`config.mk`:
```
export PLATFORM = sky130hd
export DESIGN_NAME = mmio_port_bank
export DESIGN_NICKNAME = d
export VERILOG_FILES = /design/src/rtl/mmio_port_bank.sv
export SDC_FILE = /design/constraint.sdc
export NUM_CORES = 2
export LEC_CHECK = 0
export CORE_MARGIN = 8
export CORE_UTILIZATION = 33
export DETAILED_ROUTE_END_ITERATION = 8
export GPL_TIMING_DRIVEN = 0
export SLEW_MARGIN = 20
export SYNTH_ARGS = -nofsm -noshare
export SYNTH_HDL_FRONTEND = slang
export SYNTH_SLANG_ARGS = --single-unit
```
`constraint.sdc`:
```
create_clock -name clock -period 57.5 [get_ports clock]
set_clock_uncertainty 0.1 [all_clocks]
set_input_delay 14.375 -clock clock [delete_from_list [all_inputs] [get_ports clock]]
set_output_delay 14.375 -clock clock [all_outputs]
set_load 0.005 [all_outputs]
```
`src/rtl/mmio_port_bank.sv`:
```
// mmio_port_bank: memory-mapped bank of synchronised input ports, byte-writable output ports
// and per-port change flags that raise a level interrupt.
module mmio_port_bank #(
  parameter int          NUM_PORTS          = 8,
  parameter logic [31:0] BASE_ADDRESS       = 32'hFFFFFFC0,
  parameter int          SYNC_STAGES        = 2,
  parameter logic [31:0] OUTPUT_RESET_VALUE = 32'h00000000
) (
  input  logic                       clock,
  input  logic                       reset,
  input  logic                       accessRequest,
  input  logic                       accessWrite,
  input  logic [31:0]                accessAddress,
  input  logic [31:0]                writeData,
  input  logic [3:0]                 byteEnable,
  output logic [31:0]                readData,
  output logic                       accessAcknowledge,
  output logic                       accessError,
  input  logic [NUM_PORTS-1:0][31:0] mmioInputs,
  output logic [NUM_PORTS-1:0][31:0] mmioOutputs,
  output logic                       interruptRequest
);
  localparam int IW = NUM_PORTS > 1 ? $clog2(NUM_PORTS) : 1;
  localparam int CW = $clog2(SYNC_STAGES + 2);
  logic [SYNC_STAGES-1:0][NUM_PORTS-1:0][31:0] syncChain;
  logic [NUM_PORTS-1:0][31:0] prevValue;
  logic [NUM_PORTS-1:0] changeFlags, interruptEnable, changed, clearMask;
  logic [CW-1:0] maskCount;
  logic [31:0] offset, portOffset, byteMask, maskedData, readValue;
  logic [IW-1:0] portIndex;
  logic isFlags, isEnable, isPort, valid, doWrite;
  always_comb begin
    offset = accessAddress - BASE_ADDRESS;
    portOffset = offset - 32'h20;
    portIndex = portOffset[IW+1:2];
    isFlags = offset == 32'h0;
    isEnable = offset == 32'h4;
    isPort = portOffset < 32'(4 * NUM_PORTS);
    valid = accessAddress[1:0] == 2'b00 && (isFlags || isEnable || isPort);
    doWrite = accessRequest && accessWrite && valid;
    byteMask = {{8{byteEnable[3]}}, {8{byteEnable[2]}}, {8{byteEnable[1]}}, {8{byteEnable[0]}}};
    maskedData = writeData & byteMask;
    clearMask = (doWrite && isFlags) ? maskedData[NUM_PORTS-1:0] : '0;
    readValue = isFlags ? 32'(changeFlags) : isEnable ? 32'(interruptEnable) : syncChain[SYNC_STAGES-1][portIndex];
    // changes are ignored until the chain has flushed the zeros it held during reset
    for (int i = 0; i < NUM_PORTS; i++)
      changed[i] = maskCount == '0 && syncChain[SYNC_STAGES-1][i] != prevValue[i];
  end
  always_ff @(posedge clock or posedge reset) begin
    if (reset) begin
      syncChain <= '0;
      prevValue <= '0;
      changeFlags <= '0;
      interruptEnable <= '0;
      maskCount <= CW'(SYNC_STAGES + 1);
      mmioOutputs <= {NUM_PORTS{OUTPUT_RESET_VALUE}};
      readData <= '0;
      accessAcknowledge <= 1'b0;
      accessError <= 1'b0;
      interruptRequest <= 1'b0;
    end else begin
      syncChain <= {syncChain[SYNC_STAGES-2:0], mmioInputs};
      prevValue <= syncChain[SYNC_STAGES-1];
      if (maskCount != '0) maskCount <= maskCount - CW'(1);
      changeFlags <= (changeFlags & ~clearMask) | changed;
      interruptRequest <= |(changeFlags & interruptEnable);
      if (doWrite && isEnable)
        interruptEnable <= (interruptEnable & ~byteMask[NUM_PORTS-1:0]) | maskedData[NUM_PORTS-1:0];
      for (int i = 0; i < NUM_PORTS; i++)
        if (doWrite && isPort && portIndex == IW'(i))
          mmioOutputs[i] <= (mmioOutputs[i] & ~byteMask) | maskedData;
      accessAcknowledge <= accessRequest;
      accessError <= accessRequest && !valid;
      if (accessRequest) readData <= (valid && !accessWrite) ? readValue : '0;
    end
  end
endmodule

```
Word level (Yosys, flattened, before mapping):

Cells that the tools add are included.

* memories kept: 0
* latch bits: 0
* memory bits (writable): 0
* ROM bits: 0
* output and inout bits: 291
* register bits: 1077
* logic and storage cells: 125

* $add $sub $neg: 3
* equality and inequality tests: 16
* bitwise gates (word level): 25
* muxes and demuxes: 6
* shift operators: 0
* divide/modulo/power cells: 0
* reductions and logical operators: 34
* multipliers: 0
* magnitude comparators: 2

Operators by type and width (count)
* $and 32x32->32: 9
* $ne 32x32->1: 8
* $or 32x32->32: 8
* $mux 32: 4
* $bmux 32 s3: 1
* $eq 32x3->1 const B: 1
* $logic_not 32->1: 1
* $lt 32x6->1 const B: 1
* $not 32->32: 1
* $sub 32x32->32 const B: 1
* $sub 32x6->32 const B: 1
* $and 8x8->8: 3
* $logic_and 1x1->1: 24
* $not 8->8: 2
* $or 8x8->8: 2
* $eq 3x3->1 const B: 4
* $mux 8: 1
* $reduce_or 8->1: 1
* $eq 3x2->1 const B: 2
* $logic_not 2->1: 2
* $lt 3x4->1 const B: 1
* $eq 3x1->1 const B: 1
* $logic_not 3->1: 1
* $logic_not 1->1: 2
* other kinds (3): 4

Longest topological paths before layout:

* depth after elaboration: 11
* depth in mapped cells: 14
* mapped depth without buffers: 11

Worst setup path before layout:

Ideal clock, no wire load.

* path kind: input to register
* start: input accessAddress[9]
* end: register with a tool-made name
* path buffers: 3
* stages on the path: 12
* setup slack: 39313 ps
* library setup time: 125 ps
* arrival: 17962 ps
* cell sequence: clkbuf_1 or3_1 mux2_2 or3b_1 clkbuf_1 or4_1 a211oi_1 o221ai_1 a2111oi_4 buf_2 nand4_2 mux2_2

RTL lines
* start, declared: RTL line 13 `input logic [31:0] accessAddress,`

Worst setup path after layout:

* start: input accessAddress[6]
* end: register readData[8]

* cells in the longest elaborated chain, start to end: 7

Ends and longest elaborated chain
* $sub 32x32->32 *: RTL line 33 `offset = accessAddress - BASE_ADDRESS;`
* $sub 32x6->32 (tied with other cells): RTL line 34 `portOffset = offset - 32'h20;`
* $lt 32x6->1 or $logic_or 1x1->1 (tied branches): RTL line 38, 39
* $logic_or 1x1->1: RTL line 39 `valid = accessAddress[1:0] == 2'b00 && (isFlags || isEnable || isPort);`
* $logic_and 1x1->1: RTL line 39
* $logic_and 1x1->1: RTL line 74 `if (accessRequest) readData <= (valid && !accessWrite) ? readValue : '0;`
* $mux 32 *: RTL line 74
* end signal, assigned: RTL line 74
* end, declared: RTL line 16 `output logic [31:0] readData,`

Mark *: on every way between the ends. The rest lies on a longest branch, timed or not.
A chain may end at the register's enable or synchronous reset.

==> run_results.csv <==
group,metric,value,unit
status,outcome,"finished clean",
timing,max_freq,51.7,MHz
critical_path,crit_chain,"clkdlybuf4s50_1 -> ha_1 -> and4_1 -> clkbuf_1 -> nand4_1 -> a2111oi_2 -> o21ai_0 -> or3_1 -> a2111o_1 -> a2111oi_4 -> buf_2 -> nand3_1 -> clkbuf_1 -> o22ai_1",
job,cap_violations,0,
power,powerDensity,33.3,nW/um2
routing,drtPass1Iterations,5,
routing,dr_wl_met2,53400,um
timing,worst_slack,38.15,ns
global_route,grt_first_pass_wirelength,160000,um
global_route,antenna_found_initial,8,
final_layout,multi_input_area,9880,um2
logic_synthesis,synth_edf_count,0,
timing,max_slew_margin,0.166,
global_route,grt_util_all_layers,0.178,
clock_network,hold_buffers,0,
routing,post-route-drc-count,0,
critical_path,crit_family,"compound AO/OA/AOI/OAI gates",
critical_path,critPathKind,"input port to flip-flop",
timing,fin_crit,19.35,ns
clock_network,cts_tree,"done",
logic_synthesis,async_flop_share,1.00,
critical_path,max_stage_delay,0.72,ns
final_layout,fin_nets,3271,
worst_hold_path,hp-class,"flip-flop to flip-flop",
clock_network,clock_path_buffers,3,
logic_synthesis,synth_area_per_cell,16.7,um2
clock_network,cts_root_buffer,"clkbuf_16",
critical_path,crit_slowest_cell,"a2111oi_2",
power,p_leak,0.0213,uW
clock_network,numCtsBuffers,109,
global_route,grt_pass1_vias,22300,
clock_network,cts_resized,0,
routing,top_layer,"met5",
floorplan,die_x,352,um
critical_path,setup.worst_path.end_class,"flip-flop",
floorplan,ios,619,
critical_path,arrival,19.87,ns
logic_synthesis,yosysSeqAreaShare,0.724,
final_layout,regArea,27000,um2
critical_path,cp_common_cell,"clkbuf_1",
place,pre_cts_ws,37.39,ns
clock_network,htreeDepth,3,
logic_synthesis,synthCells,2222,
place,dp_hpwl,86700,um
timing,slew_viol_final,0,
critical_path,cp_num_buf_inv,4,
critical_path,cp.required,58.02,ns
logic_synthesis,yosysTopAreaCell,"dfrtp_1",
timing,finalSetupViolations,0,
routing,dr_wl_met3,9040,um
clock_network,clkSlewWorstSetupHoldPaths,0.06,ns
clock_network,clock_latency,0.71,ns
critical_path,reg2reg_setup_slack,55.04,ns
place,gp_congestion,0.808,
final_layout,fillCellCount,10000,
place,io_buffer_count,593,
logic_synthesis,syn_nets,2554,
logic_synthesis,ys_warn_count,0,
logic_synthesis,ys_ff_latch,1077,
timing,hold_viol_final,0,
logic_synthesis,yosysUniqueCellTypes,58,
clock_network,cts.sinks,1077,
critical_path,cp_max_fo,10,
routing,wl_met1,46400,um
floorplan,core_area,112000,um2
final_layout,drive_gt1_frac,0.189,
place,dp_cells,4328,
final_layout,final_cells,4528,
final_layout,area_growth_syn_to_layout,32.3,%
final_layout,postLayoutCoreUtil,0.439,
routing,vias_per_cell,4.64,
routing,detail_route.iter0.violations,1133,
global_route,grt_max_degree,112,
power,total_power,1640,uW
floorplan,initial_core_util,0.332,
logic_synthesis,synthTopCellsByArea,"dfrtp_1 72%, mux2_2 8.0%, xnor2_1 6.5%",
power,ir_worst_vdd,0.0240,mV
timing,rsz0062_at_grt,"no",
floorplan,die_area,124000,um2
timing,worstMarginPinSlew,1.24,ns
floorplan,die_h,352,um
logic_synthesis,ys.flop_type,"dfrtp_1",
floorplan,rows,123,
logic_synthesis,syn_area,37200,um2
timing,setup-tns-final,0,ns
routing,wire_per_inst,24.7,um
global_route,grt-ovfl-total,0,
routing,via_count,21000,
routing,antenna_left,0,
critical_path,critPathLaunchType,"input port",
clock_network,cts_setup_buffers,0,
timing,period_share,0.337,
logic_synthesis,synth_top_area_share,0.723,
routing,wl,112000,um
==> Yosys cell counts, types with 5 or more instances <==
library cell / instances
nand4_1: 85
buf_2: 5
nand4_2: 28
and4_1: 10
nor2_1: 33
mux4_2: 64
or3_1: 7
mux2i_1: 33
dfrtp_1: 1075
xnor2_1: 275
xor2_1: 7
a21oi_1: 5
buf_1: 17
nand3_1: 12
nand2b_1: 8
o21ai_0: 26
inv_1: 34
mux2_2: 265
a22oi_1: 15
nand2_1: 39
o22ai_1: 27
nor3_1: 13
o31ai_1: 9
clkbuf_1: 41
a22o_1: 8
nor4_1: 22
==> layer usage <==
metal  vias up  global-route usage
li1       9270                   -
met1     10900               0.229
met2       719               0.289
met3       146              0.0534
met4         2              0.0546
met5         -                   0
==> stage by stage <==
stage / area [um2] / hold slack, ns
floorplan: 37200 / 0.231
global placement: 45000 / 0.233
detailed placement: 45400 / 0.235
CTS: 49200 / 0.230
global route: 49200 / 0.247
finish: 49200 / 0.235
==> worst register-to-register path, delay by kind of cell, from the launching register on <==
family          cells  cell delay [ns]
simple gates        3             1.20
flops               1             0.40
xor+xnor            1             0.37
compound gates      1             0.29
==> power breakdown <==
| group | internal (uW) | leakage (uW) | total [uW] | switching, uW |
|---|---|---|---|---|
| combinational | 45.0 | 0.00619 | 94.0 | 49.0 |
| sequential | 786 | 0.0132 | 805 | 19.6 |
| clock | 438 | 0.00188 | 738 | 300 |
==> worst paths after layout <==
path | end | cells past startpoint | from
max | readData[8] | 14 | accessAddress[6]
min | syncChain[438] | 0 | syncChain[182]
max reg2reg | changeFlags[3] | 5 | syncChain[354]
min reg2reg | syncChain[438] | 0 | syncChain[182]
max in group asynchronous | syncChain[131] | 6 | reset
min in group asynchronous | prevValue[30] | 2 | reset
==> cell type report <==
class / count / area share
Clock buffer: 162 / 0.0660
Antenna cell: 2 / 0.000102
Clock inverter: 36 / 0.0118
Multi-Input combinational cell: 1046 / 0.201
Buffer: 65 / 0.00544
Sequential cell: 1077 / 0.548
Inverter: 34 / 0.00275
Tap cell: 1500 / 0.0381
Timing Repair Buffer: 606 / 0.127
==> layout by cell type (no fill, tap or decap), drive strengths merged, types with 27 or more instances in the layout <==
cell           count
dfrtp           1075
clkdlybuf4s50    593
xnor2            275
mux2             265
clkbuf           204
nand4            113
mux4              64
nand2             39
inv               38
buf               36
nor2              33
mux2i             33
o22ai             27
==> kinds of logic after synthesis <==
kind of cell / Yosys count / share of synthesized area
fa+ha+maj: 4 / 0.00135
mux: 362 / 0.128
compound gates: 119 / 0.0226
buf+inv: 99 / 0.0104
simple gates: 279 / 0.0471
flops: 1077 / 0.724
xor+xnor: 282 / 0.0664
Note: power is estimated with default switching activity, not from simulation.
==> RTL edit 1, RTL diff (same flow settings) <==
Change the parameter `NUM_PORTS` from 8 to 4.
--- a/src/rtl/mmio_port_bank.sv
+++ b/src/rtl/mmio_port_bank.sv
@@ -3,3 +3,3 @@
 module mmio_port_bank #(
-  parameter int          NUM_PORTS          = 8,
+  parameter int          NUM_PORTS          = 4,
   parameter logic [31:0] BASE_ADDRESS       = 32'hFFFFFFC0,
Interface: changed (resized mmioInputs and mmioOutputs); port bits go from 619 to 363. The function was not compared with the original's and may differ.
==> RTL edit 1 against the unedited design <==
Cell area down 46%; wire length down 52%; synthesized area down 46%; die area down 44%; power down 48%; sequential power down 48%; worst setup slack better by 0.40 ns; worst hold slack better by 0.0077 ns; sequential cell count down 520; synthesized cell count down 42%; critical endpoint is now readData[16]; largest power group unchanged; highest routed layer is now met4.
==> RTL edit 1: results (changes against the unedited design) <==
logic_synthesis:
  ys_seq_area_share_pct: 69.6  # was 72.4%
  synth_warnings: 0  # unchanged
  synthTopCellsByCount: "dfrtp_1, xor2_1, mux2_2"  # was dfrtp_1, xnor2_1, mux2_2
  syn-num-nets: 1493  # was 2554
  async_flop_share_pct: 100  # unchanged
  synth_compound_gate_area_share_pct: 3.05  # was 2.26%
  synth_fa_ha_area_share_pct: 0.300  # was 0.135%
  synth_cell_types: 61  # was 58
  ys.flop_type: "dfrtp_1"  # unchanged
  yosys.area_share.xor_xnor_pct: 6.39  # was 6.64%
  synth.area.top_cells: "dfrtp_1, mux2_2, xor2_1"  # was dfrtp_1, mux2_2, xnor2_1
  muxShareOfSynthArea_pct: 11.6  # was 12.8%
finish:
  num-nets-final: 1911  # was 3271
  drive_gt1_share_pct: 17.4  # was 18.9%
run_status:
  status: "complete, no violations"  # unchanged
place:
  portBuffers: 353  # was 593
  placed_cell_area_um2: 24700  # was 45400 µm²
  hpwl_um: 40800  # was 86700 µm
  routabilityCongestion: 0.834  # was 0.808
cts:
  ctsHtreeMaxLevel: 2  # was 3
  root_buffer: "clkbuf_16"  # unchanged
  cts_setup_buffers: 0  # unchanged
  cts_resized: 0  # unchanged
  insertion_delay_ns: 0.63  # was 0.71 ns
  cts_buffer_depth: 3  # unchanged
  clkTransAtPathRegs_ns: 0.06  # about the same
  cts_buffers: 58  # was 109
detailed_routing:
  drt-initial-drc-count: 559  # was 1133
  drc_errors: 0  # unchanged
  routed_wl_um: 54200  # was 112000 µm
  first_pass_iters: 4  # was 5
  via_count: 11850  # was 21002
global_route:
  grt_pass1_vias: 12961  # was 22262
  antenna_found_initial: 0  # was 8
  grt_max_degree: 112  # unchanged
  grt_usage_pct: 15.6  # was 17.8%
  grt_pass1_wl_um: 82900  # was 160000 µm
setup_path:
  worstPathMaxFanout: 10  # unchanged
  arrival_ns: 19.38  # was 19.87 ns
timing:
  tightest_slew_ns: 1.02  # was 1.24 ns
min_path:
  worst_hold_path_type: "reg -> reg"  # unchanged
pwr:
  peakVddDrop_mv: 0.0283  # was 0.0240 mV
  power.leakage_nw: 11.7  # was 21.3 nW
-- RTL edit 1: changes by cell type after synthesis, moves of 19 or more --
cell,before,now
nand4_1,85,20
xor2_1,7,134
nand4_2,28,5
inv_1,34,70
dfrtp_1,1075,555
clkbuf_1,41,19
mux2i_1,33,8
mux4_2,64,32
xnor2_1,275,12
mux2_2,265,129
and3_1,4,23
-- RTL edit 1: per-layer routing --
layer,share of wire (%),GRT usage [%]
met5,0,0
met4,2.8,4.70
met3,6.5,4.09
met2,49,26.3
met1,42,19.6
-- RTL edit 1: power by group --
group          switching [mW]  leakage, nW  internal, mW  total (mW)
Combinational          0.0248         3.88        0.0234      0.0482
Sequential            0.00898         6.86         0.406       0.415
Clock                   0.157        0.989         0.228       0.385
Total                   0.190         11.7         0.658       0.848
-- RTL edit 1: worst paths after layout --
kind | start | to | slack, ns | cells after the start
min | syncChain[15] | syncChain[143] | 0.24 | 0
max reg2reg | syncChain[204] | changeFlags[2] | 54.87 | 5
min reg2reg | syncChain[15] | syncChain[143] | 0.24 | 0
max | accessAddress[6] | readData[16] | 38.55 | 13
max in group asynchronous | reset | prevValue[46] | 41.83 | 4
min in group asynchronous | reset | syncChain[120] | 14.09 | 2
-- RTL edit 1: through the flow --
stage          power (mW)  std cells  worst slack [ns]
3_5_place_dp        0.472       2429             37.94
6_report            0.848       2537             38.55
4_1_cts             0.862       2535             38.60
3_3_place_gp        0.470       2424             21.72
5_1_grt             0.882       2535             38.18
2_1_floorplan       0.443       1289             27.45
-- RTL edit 1: kinds of logic (layout without fill, tap and decap cells) --
| family | Yosys count | count (layout) |
|---|---|---|
| simple gates | 213 | 213 |
| fa+ha+maj | 5 | 5 |
| xor+xnor | 146 | 146 |
| buf+inv | 107 | 571 |
| compound gates | 85 | 85 |
| other cells | 0 | 2 |
| flops | 557 | 557 |
| mux | 176 | 176 |
-- RTL edit 1: critical path, stage by stage --
cell             delay, ns
clkdlybuf4s50_1       0.61
ha_1                  0.18
buf_2                 0.19
nand4_1               0.34
nor3_1                0.48
and2_1                0.27
xnor2_1               0.17
or4b_1                0.48
or4_4                 0.51
a211oi_4              0.56
nand3_1               0.38
clkbuf_1              0.54
o22ai_1               0.28
-- RTL edit 1: final cells by class --
type | instances | area (µm²)
clock inverters | 23 | 318
well taps | 782 | 978
repair buffers | 358 | 3670
clock buffers | 83 | 1700
plain buffers | 37 | 180
diodes | 2 | 5.00
fillers | 5353 | 33400
flip-flops and latches | 557 | 13900
multi-input cells | 625 | 5650
inverters | 70 | 270
==> RTL edit 2, RTL diff (config.mk and constraints unchanged) <==
Made on the original files. Make the reset (`reset`) synchronous in one clocked block.
--- a/src/rtl/mmio_port_bank.sv
+++ b/src/rtl/mmio_port_bank.sv
@@ -48,3 +48,3 @@
   end
-  always_ff @(posedge clock or posedge reset) begin
+  always_ff @(posedge clock) begin
     if (reset) begin
Function: differs if reset is asserted again (counterexample within 4 cycles, from zero or initial values and one cycle with reset high); with reset held inactive, the same outputs for 4 cycles.
==> RTL edit 2 against the unedited design <==
Cell area increased by 4.1%; sequential power decreased by 2.5%; worst setup slack improved by 0.99 ns; synthesized area increased by 4.9%; first-iteration DRC count increased by 27%; clock power increased by 8.4%; synthesized cell count increased by 54%; power increased by 3.4%; wire length increased by 20%; sequential cell count unchanged; critical path type unchanged; largest cell class unchanged.
==> RTL edit 2: results (changes against the unedited design) <==
run_status:
  status: "complete, no violations"  # unchanged
logic_synthesis:
  synthTopCellsByCount: "dfxtp_1, nor2b_1, mux2i_1"  # was dfrtp_1, xnor2_1, mux2_2
  yosys.area_share.xor_xnor_pct: 6.30  # was 6.64%
  synth_fa_ha_area_share_pct: 0.128  # was 0.135%
  synth_compound_gate_area_share_pct: 1.79  # was 2.26%
  ys_seq_area_share_pct: 55.2  # was 72.4%
  syn-num-nets: 3757  # was 2554
  synth.area.top_cells: "dfxtp_1, nor2b_1, mux2i_1"  # was dfrtp_1, mux2_2, xnor2_1
  muxShareOfSynthArea_pct: 11.7  # was 12.8%
  async_flop_share_pct: 0  # was 100%
  synth.avg_cell_area_um2: 11.4  # was 16.7 µm²
  synth_cell_types: 63  # was 58
setup_path:
  r2r_end: "changeFlags[3]"  # unchanged
  crit_family: "simple AND/OR/NAND/NOR gates"  # was compound AO/OA/AOI/OAI gates
  reg2reg_slack_ns: 55.28  # was 55.04 ns
  r2r_start: "maskCount[0]"  # was syncChain[354]
  crit_slowest_cell: "nor4_2"  # was a2111oi_2
  cpPeakStageDelay_ns: 0.69  # was 0.72 ns
timing:
  fin_hold_ws_ns: 0.313  # was 0.235 ns
  slew_headroom_pct: 28.2  # was 16.6%
place:
  dpl.cell_count: 5573  # was 4328
  portBuffers: 611  # was 593
  routabilityCongestion: 0.889  # was 0.808
  hpwl_um: 107000  # was 86700 µm
cts:
  cts_setup_buffers: 0  # unchanged
  root_buffer: "clkbuf_16"  # unchanged
  cts_buffers: 110  # was 109
pwr:
  switching_share_pct: 22.5  # about the same
  peakVddDrop_mv: 0.0239  # was 0.0240 mV
  power.leakage_nw: 21.7  # was 21.3 nW
min_path:
  worstHoldPathCells: 1  # was 0
  min_to: "syncChain[383]"  # was syncChain[438]
  hold_start: "syncChain[127]"  # was syncChain[182]
global_route:
  grt_usage_pct: 19.9  # was 17.8%
  antenna_found_initial: 24  # was 8
  grt_pass1_wl_um: 190000  # was 160000 µm
  grt_max_degree: 18  # was 112
detailed_routing:
  routed_wl_um: 134000  # was 112000 µm
  drt-initial-drc-count: 1441  # was 1133
  via_count: 26527  # was 21002
  viasPerCell: 4.59  # was 4.64
finish:
  num-nets-final: 4481  # was 3271
  drive_gt1_share_pct: 7.83  # was 18.9%
## RTL edit 2: final cells by class
class                      count  area [µm²]
timing repair buffer         612        6120
inverter                      19        71.3
antenna                        7        17.5
fill                       11163       66500
clock buffer                 152        3160
clock inverter                52         982
buffer                       204         868
tap                         1536        1920
multi-input combinational   2125       16500
sequential                  1077       21600
## RTL edit 2: worst max path at each step
stage / startpoint / to / depth (start not counted)
final: accessAddress[6] / changeFlags[1] / 11
after global placement: accessAddress[6] / changeFlags[3] / 11
after global routing: accessAddress[6] / changeFlags[1] / 12
after detailed placement: accessAddress[6] / changeFlags[3] / 11
after floorplan: accessAddress[13] / register / 12
after CTS: accessAddress[6] / changeFlags[1] / 11
## RTL edit 2: metrics by stage
step                      setup WS (ns)  instance area, µm²  total power, mW
after floorplan                   40.21               39000            0.851
after global placement            38.39               47100            0.911
after detailed placement          38.29               47100            0.912
after CTS                         39.03               51200             1.71
after global routing              38.72               51200             1.75
final                             39.14               51200             1.69
## RTL edit 2: power by group through the flow
stage / clock network [mW] / registers, mW / logic, mW
finish: 0.800 / 0.785 / 0.109
global route: 0.847 / 0.787 / 0.117
CTS: 0.818 / 0.785 / 0.111
detailed placement: 0 / 0.802 / 0.110
global placement: 0 / 0.801 / 0.109
floorplan: 0 / 0.793 / 0.0581
## RTL edit 2: layer usage
| metal | vias to the layer above | part of all wire (%) | global-route usage (%) |
|---|---|---|---|
| li1 | 12705 | - | - |
| met1 | 12861 | 42 | 24.5 |
| met2 | 815 | 49 | 34.5 |
| met3 | 140 | 7.1 | 5.76 |
| met4 | 6 | 1.8 | 3.96 |
| met5 | - | 0.026 | 0 |
